--- config.mk ---
export PLATFORM = sky130hd
export DESIGN_NAME = unified_mem_arbiter
export DESIGN_NICKNAME = d
export VERILOG_FILES = /design/src/rtl/cpu_mem_pkg.sv /design/src/rtl/mem_lat_counter.sv /design/src/rtl/unified_mem_arbiter.sv
export SDC_FILE = /design/constraint.sdc
export NUM_CORES = 1
export LEC_CHECK = 0
export CAP_MARGIN = 30
export CORE_ASPECT_RATIO = 1.1
export CORE_MARGIN = 1
export CORE_UTILIZATION = 38
export CTS_CLUSTER_SIZE = 30
export DETAILED_ROUTE_END_ITERATION = 8
export GPL_TIMING_DRIVEN = 1
export MAX_ROUTING_LAYER = met4
export PLACE_DENSITY = 0.74
export SLEW_MARGIN = 25
export SYNTH_ARGS = -nofsm -noshare
export SYNTH_HDL_FRONTEND = slang
export SYNTH_HIERARCHICAL = 1
export SYNTH_SLANG_ARGS = --single-unit
--- constraint.sdc ---
create_clock -name clk_i -period 1.8 [get_ports clk_i]
set_input_delay 0.36 -clock clk_i [delete_from_list [all_inputs] [get_ports clk_i]]
set_output_delay 0.36 -clock clk_i [all_outputs]
set_load 0.02 [all_outputs]
--- src/rtl/cpu_mem_pkg.sv ---
// cpu_mem_pkg: shared types and constants for the unified memory arbiter
package cpu_mem_pkg;
    localparam int ADDR_W_DEF = 32;
    localparam int DATA_W_DEF = 32;
    localparam int CNT_W      = 4;
    localparam logic SEL_IF = 1'b0;
    localparam logic SEL_DM = 1'b1;
    typedef enum logic [1:0] {IDLE, ACCESS, DONE} state_t;
endpackage

--- src/rtl/mem_lat_counter.sv ---
// mem_lat_counter: loadable down-counter flagging the last memory access cycle
module mem_lat_counter import cpu_mem_pkg::*; (
    input  logic             clk_i,
    input  logic             rst_i,
    input  logic             load,
    input  logic             dec,
    input  logic [CNT_W-1:0] load_val,
    output logic             zero
);
    logic [CNT_W-1:0] cnt;
    // load on grant, count down while accessing, park at zero
    always_ff @(posedge clk_i or negedge rst_i)
        if (!rst_i) cnt <= '0;
        else if (load) cnt <= load_val;
        else if (dec && cnt != '0) cnt <= cnt - CNT_W'(1);
    assign zero = cnt == '0;
endmodule

--- src/rtl/unified_mem_arbiter.sv ---
// unified_mem_arbiter: shares one fixed-latency memory between fetch and data ports
module unified_mem_arbiter import cpu_mem_pkg::*; #(
    parameter int ADDR_W  = ADDR_W_DEF,
    parameter int DATA_W  = DATA_W_DEF,
    parameter int MEM_LAT = 2
) (
    input  logic              clk_i,
    input  logic              rst_i,
    input  logic              if_req_i,
    input  logic [ADDR_W-1:0] if_addr_i,
    output logic              if_ready_o,
    output logic [DATA_W-1:0] if_rdata_o,
    input  logic              dm_req_i,
    input  logic              dm_we_i,
    input  logic [ADDR_W-1:0] dm_addr_i,
    input  logic [DATA_W-1:0] dm_wdata_i,
    output logic              dm_ready_o,
    output logic [DATA_W-1:0] dm_rdata_o,
    output logic              mem_en_o,
    output logic              mem_we_o,
    output logic [ADDR_W-1:0] mem_addr_o,
    output logic [DATA_W-1:0] mem_wdata_o,
    input  logic [DATA_W-1:0] mem_rdata_i,
    output logic              stall_o
);
    localparam logic [CNT_W-1:0] LAT_M1 = CNT_W'(MEM_LAT - 1);
    state_t state, state_nxt;
    logic sel, we_q, last_dm, cnt_zero, grant, grant_dm;
    logic [ADDR_W-1:0] addr_q;
    logic [DATA_W-1:0] wdata_q;
    assign grant    = state == IDLE && (if_req_i || dm_req_i);
    assign grant_dm = dm_req_i && !(if_req_i && last_dm);
    mem_lat_counter u_cnt (
        .clk_i    (clk_i),
        .rst_i    (rst_i),
        .load     (grant),
        .dec      (state == ACCESS),
        .load_val (LAT_M1),
        .zero     (cnt_zero)
    );
    // state register
    always_ff @(posedge clk_i or negedge rst_i)
        if (!rst_i) state <= IDLE;
        else state <= state_nxt;
    // next state: one idle cycle is always spent between accesses
    always_comb begin
        state_nxt = state == IDLE   ? (grant ? ACCESS : IDLE) :
                    state == ACCESS ? (cnt_zero ? DONE : ACCESS) : IDLE;
    end
    // latch the granted request and capture the response on the last access cycle
    always_ff @(posedge clk_i or negedge rst_i)
        if (!rst_i) begin
            sel        <= SEL_IF;
            we_q       <= 1'b0;
            last_dm    <= 1'b0;
            addr_q     <= '0;
            wdata_q    <= '0;
            if_rdata_o <= '0;
            dm_rdata_o <= '0;
        end else begin
            if (grant) begin
                sel     <= grant_dm ? SEL_DM : SEL_IF;
                we_q    <= grant_dm && dm_we_i;
                addr_q  <= grant_dm ? dm_addr_i : if_addr_i;
                wdata_q <= grant_dm ? dm_wdata_i : '0;
                last_dm <= grant_dm;
            end
            if (state == ACCESS && cnt_zero) begin
                if (sel == SEL_DM) dm_rdata_o <= we_q ? '0 : mem_rdata_i;
                else if_rdata_o <= mem_rdata_i;
            end
        end
    // memory strobes, ready pulses and the pipeline stall
    always_comb begin
        mem_en_o    = state == ACCESS;
        mem_we_o    = mem_en_o && cnt_zero && we_q;
        mem_addr_o  = mem_en_o ? addr_q : '0;
        mem_wdata_o = mem_en_o ? wdata_q : '0;
        if_ready_o  = state == DONE && sel == SEL_IF;
        dm_ready_o  = state == DONE && sel == SEL_DM;
        stall_o     = rst_i && (if_req_i || dm_req_i) &&
                      !(if_ready_o ? !dm_req_i : (dm_ready_o && !if_req_i));
    end
endmodule

==> qor.txt, run 1 <==
Critical Path Max Stage Delay: 0.42 ns
Starting DRT DRC Count: 238
dpl ws: -0.366 ns
grt peak-use layer: met2
Final Skew: 0.00915 ns
slowest CP cell: dfrtp_1
largest net degree at the start of global routing: 137
synthesis warning total: 6
ant diodes: 0
failing checks: setup timing
Post-Syn Instances: 501
maximum resistive drop on vdd: 0.000975 V
Synth Register Bits: 136
vias in the first global route: 5158
synthesized area: 6140 um2
clock slew at the register clock pins of the worst setup and hold paths: 0.06 ns
setup ws final: -0.190 ns
Initial Utilization: 39.0%
Longest Clk Path Bufs: 2
Netlist cell types: 37
PortBufs: 265
met3 usage: 5.22%
Tot GR Track Use: 22.9%
Filler Cell Count: 1093
FF+latch area: 3400 um2
met1 Resource Use GR: 26.2%
min cycle time layout: 1.99 ns
Worst slew margin: 49.7%
first-pass GRT wire length: 27700 um
critical path endpoint category: output pin
CP dominant cell by count: buf_6
H-tree depth: 4
Core Rows: 48
RSZ-0062 raised after global routing: true
Hold Buf Count CTS: 0
TNS Setup: -14.86 ns
total core area: 15700 um2
Worst-Skew Late Latency: 0.42 ns
DRT Wirelength: 20800 um
Critical Path Source Type: flip-flop
DRT antenna net count: 0
mean routed wirelength per cell: 20.2 um
cell family with most CP delay: simple AND/OR/NAND/NOR gates
CP required: 1.44 ns
Final setup violation count: 123
Max Slew Vio Count: 0
die width: 123 um
M2 GR Usage: 39.3%
Vias: 5196
layout cells sized above 1: 43.9%
MaxCap Viol Count: 0
crit-path max FO: 4
status: finished with violations
synthesized area per cell: 12.3 um2
multi-input logic area: 2990 um2
fraction of registers with async set/reset: 100%
clk sinks: 136
Post-synth EDFFs: 0
Leak: 5.08 nW
final net count: 951
Max Clk Rate: 502 MHz
TritonRoute pass-1 iters: 4
Final Power: 21.9 mW
register area share after synthesis: 55.4%
Vias/cell: 5.04
period utilisation layout: 111%
CP Class: reg2out
most frequently used flop master after synthesis: dfrtp_1
WHS: 0.0276 ns
CP arrival: 1.63 ns
Inserted Clock Buffers: 17
Bufs and invs on worst path: 2
crit path cell chain: buf_6 > and3b_2 > o22ai_1 > and2_1 > buf_6
DRC violations left: 0
gr ovfl total: 0
PD cells: 2000 nW/um2
Die H: 135 um
final hold vios: 0
Least-Margin Pin Slew: 0.754 ns
synthesis-to-finish area growth: 78.0%
CTS tree: built
IO Pins: 266
placer congestion estimate: 0.770
dpl hpwl: 11800 um
clock root buffer: clkbuf_16
Worst Hold Class: in2async
antenna violations before repair: 0
full die area: 16700 um2
cells by family after synthesis:
logic type | synth area share (%)
mux | 17.6
simple gates | 14.2
compound gates | 9.27
flops | 55.4
other cells | 0.122
buf+inv | 3.14
fa+ha+maj | 0.204
final cells by class:
type                    count  area share (%)
clock buffers              18            4.02
clock inverters            14            1.51
inverters                   7           0.355
repair inverters            2           0.183
flip-flops and latches    136            31.1
multi-input cells         327            27.3
well taps                 200            2.29
repair buffers            326            33.2
metrics by stage:
| step | std cells | util (%) | instance area [um2] |
|---|---|---|---|
| finish | 1030 | 69.5 | 10900 |
| detailed placement | 963 | 58.5 | 9200 |
| floorplan | 503 | - | 6170 |
| CTS | 1007 | 63.9 | 10100 |
| global placement | 963 | 58.5 | 9200 |
| global route | 1030 | 69.5 | 10900 |
final timing paths:
check	start	to	slack, ns	depth (start not counted)
worst max-delay path	state[0]	stall_o	-0.19	5
worst min-delay path	rst_i	dm_rdata_o[16]	0.03	2
worst max register to register	u_cnt/cnt[0]	if_rdata_o[28]	-0.18	8
worst min register to register	dm_rdata_o[26]	dm_rdata_o[26]	0.48	2
max in group asynchronous	rst_i	addr_q[12]	1.18	2
min in group clk_i	dm_rdata_o[26]	dm_rdata_o[26]	0.48	2
per-layer routing:
| layer | part of all wire [%] | vias up |
|---|---|---|
| met5 | 0 | - |
| met4 | 2.7 | 0 |
| met3 | 6.0 | 43 |
| met2 | 53 | 221 |
| met1 | 38 | 2575 |
| li1 | - | 2357 |
cell usage in the layout (no fill, tap or decap), types with 2 or more instances in the layout:
master	synthesis	routed
buf_6	4	73
buf_16	0	6
clkdlybuf4s50_1	0	175
clkbuf_16	0	25
and2_1	66	8
inv_1	6	4
nand2_1	35	19
dlymetal6s2s_1	0	17
conb_1	2	4
nand2_4	0	4
o21ai_1	0	18
inv_2	1	2
dlygate4sd2_1	0	3
nand2_2	0	12
bufinv_16	0	2
buf_2	10	6
nor3b_4	1	3
and2_4	0	58
inv_6	0	5
clkinvlp_4	0	4
clkinv_4	0	2
buf_4	0	26
dfrtp_1	136	136
mux2_2	86	64
buf_8	0	4
buf_12	0	8
o21ai_2	1	14
nor3_1	2	2
a22o_1	33	33
mux2_4	0	32
inv_8	0	3
o21ai_0	35	3
nand2b_1	33	32
report_power, final:
group	leakage (nW)	internal [mW]	switching [mW]
logic	3.13	7.09	5.69
clock network	0.284	2.12	1.44
registers	1.66	4.60	0.957
total	5.08	13.8	8.09
timing repair:
| item | in CTS | in global routing |
|---|---|---|
| endpoints found under the setup margin | 104 | 162 |
| gates resized for setup | 408 | 206 |
| setup buffers | 6 | 9 |
| gates cloned | 6 | 15 |
| pin swaps | 21 | 64 |
sequential cells by signal, indices dropped and copies added, names as in the netlist:
register / flops
addr_q: 32
dm_rdata_o: 32
if_rdata_o: 32
sel: 1
state: 2
u_cnt/cnt: 4
wdata_q: 32
we_q: 1
Yosys cell counts, drive strengths merged (2+ instances only):
library cell	instances	area (um2)
dfrtp	136	3400
mux2	96	1080
and2	66	413
o21ai	36	184
nand2	35	131
a22o	33	289
nand2b	33	206
clkbuf	19	71.3
buf	14	95.1
inv	7	26.3
nor3b	4	46.3
conb	2	7.51
nor3	2	10.0
Note: power is estimated with default switching activity, not from simulation.
==> run 2, diff against run 1 <==
Settings changed: CAP_MARGIN 30 to 20, HOLD_SLACK_MARGIN from default to 0.1, RECOVER_POWER from default to 100.
==> run 2 against run 1 <==
The run still ends with setup timing left; count of clock-buffer cells in the layout unchanged; largest power group unchanged; cell area down 0.79%; sequential share of layout area up 0.25 points; register-to-register slack about the same.
==> qor.txt, run 2 (synthesis gave the netlist of run 1 again) <==
Bufs and invs on worst path: 2 (unchanged)
dpl ws: -0.366 ns (unchanged)
cell area after layout: 10800 um2 (-0.79%)
clk sinks: 136 (unchanged)
commonest non-fill, non-tap cells in the layout: clkdlybuf4s50_1 (175), dfrtp_1 (136), buf_6 (73), mux2_2 (64), and2_4 (58)
antenna violations before repair: 0 (unchanged)
IO Pins: 266 (unchanged)
Final Skew: 0.00847 ns (-0.000680 ns)
layout cells sized above 1: 43.7% (-0.12 points)
cell family with most CP delay: simple AND/OR/NAND/NOR gates
full die area: 16700 um2 (unchanged)
synthesis-to-finish area growth: 76.6%
Final Power: 21.8 mW (-0.42%)
CP arrival: 1.63 ns (about the same)
Leak: 4.96 nW (-2.3%)
Vias: 5194 (-0.038%)
Max Clk Rate: 502 MHz (about the same)
Critical Path Source Type: flip-flop
Least-Margin Pin Slew: 1.26 ns (+0.503 ns)
CP Class: reg2out
H-tree depth: 4 (unchanged)
Setup crit start: state[0]
RSZ-0062 raised after global routing: true
CP required: 1.44 ns (about the same)
mean routed wirelength per cell: 20.2 um (about the same)
final hold vios: 0 (unchanged)
PD cells: 2010 nW/um2 (+0.38%)
first-pass GRT wire length: 27700 um (unchanged)
ant diodes: 0 (unchanged)
Starting DRT DRC Count: 236 (-0.84%)
worst reg2reg path depth: 8 (unchanged)
maximum resistive drop on vdd: 0.000975 V (about the same)
critical path depth: 5 (unchanged)
Longest Clk Path Bufs: 2 (unchanged)
MaxCap Viol Count: 0 (unchanged)
gr ovfl total: 0 (unchanged)
min cycle time layout: 1.99 ns (+0.000830 ns)
largest net degree at the start of global routing: 137 (unchanged)
most common cell after layout, fill and taps aside: clkdlybuf4s50_1
Max Slew Vio Count: 0 (unchanged)
Worst slew margin: 16.2% (-34 points)
PortBufs: 265 (unchanged)
Reg2Reg Launch Point: u_cnt/cnt[0]
DRT Wirelength: 20800 um (about the same)
slowest CP cell: dfrtp_1
CTS tree: built
RR Endpoint: if_rdata_o[28]
CP dominant cell by count: buf_6
final net count: 951 (unchanged)
crit path cell chain: buf_6 > and3b_2 > o22ai_1 > and2_1 > buf_6
Die H: 135 um (unchanged)
clock slew at the register clock pins of the worst setup and hold paths: 0.06 ns (about the same)
total core area: 15700 um2 (unchanged)
Filler Cell Count: 1112 (+1.7%)
crit-path max FO: 4 (unchanged)
clock root buffer: clkbuf_16
Core Rows: 48 (unchanged)
setup ws final: -0.191 ns (-0.000830 ns)
Final setup violation count: 122 (-0.81%)
Worst Hold Class: in2async
status: finished with violations
die width: 123 um (unchanged)
period utilisation layout: 111% (about the same)
Inserted Clock Buffers: 17 (unchanged)
critical path endpoint category: output pin
Critical Path Max Stage Delay: 0.42 ns (about the same)
Worst-Skew Late Latency: 0.42 ns (about the same)
Vias/cell: 5.04 (about the same)
vias in the first global route: 5158 (unchanged)
failing checks: setup timing
Initial Utilization: 39.0% (unchanged)
DRT antenna net count: 0 (unchanged)
Hold Buf Count CTS: 0 (unchanged)
DRC violations left: 0 (unchanged)
dpl hpwl: 11800 um (unchanged)
Tot GR Track Use: 22.9% (unchanged)
WHS: 0.389 ns (+0.362 ns)
setup slack, reg-to-reg: -0.18 ns (about the same)
placer congestion estimate: 0.770 (unchanged)
Placement Cell Area: 9200 um2 (unchanged)
TritonRoute pass-1 iters: 4 (unchanged)
run 2: changes by cell type in the layout (fill, tap and decap cells not counted):
cell            change
clkbuf_1            +9
dlymetal6s2s_1      -8
buf_12              -1
run 2: worst max path at each step:
stage,endpoint
floorplan,if_rdata_o[0]
global placement,stall_o
detailed placement,addr_q[21]
CTS,stall_o
global route,stall_o
finish,stall_o
run 2: routing by layer:
layer  GRT usage [%]  routed length [um]
met1            26.2                8030
met3            5.22                1210
met5               -                   0
met2            39.3               11100
met4            7.43                 524
run 2: worst reg2reg max path, stage by stage, from the launching register on:
cell,delay (ns)
dfrtp_1,0.37
inv_1,0.11
ha_4,0.15
nor3b_4,0.24
buf_6,0.14
nor3b_4,0.23
buf_6,0.16
clkbuf_16,0.17
mux2_4,0.31
run 2: repair_timing:
item | in CTS | in global routing
setup endpoints to repair | 104 | 162
pin swaps | 21 | 64
resized for setup | 408 | 206
buffers inserted | 6 | 9
gates cloned | 6 | 15
run 2: layout make-up:
class	instances	area (um2)	share of cell area, %
Timing Repair Buffer	326	3540	32.6
Tap cell	200	250	2.31
Clock buffer	18	439	4.05
Inverter	7	38.8	0.358
Clock inverter	14	165	1.52
Multi-Input combinational cell	327	2990	27.6
Timing Repair inverter	2	20.0	0.185
Sequential cell	136	3400	31.4
run 2: metrics by stage:
stage	utilization [%]	TNS (ns)	instances
6_report	68.9	-14.68	1030
4_1_cts	63.9	-11.97	1007
3_3_place_gp	58.5	-33.70	963
2_1_floorplan	-	-2.35	503
5_1_grt	68.9	-23.19	1030
3_5_place_dp	58.5	-37.66	963
run 2: power by group:
part           total [mW]  internal [mW]  switching (mW)  leakage (nW)
Sequential           5.56           4.60           0.964          1.66
Combinational        12.7           6.99            5.69          3.01
Clock                3.56           2.12            1.44         0.284
Total                21.8           13.7            8.09          4.96
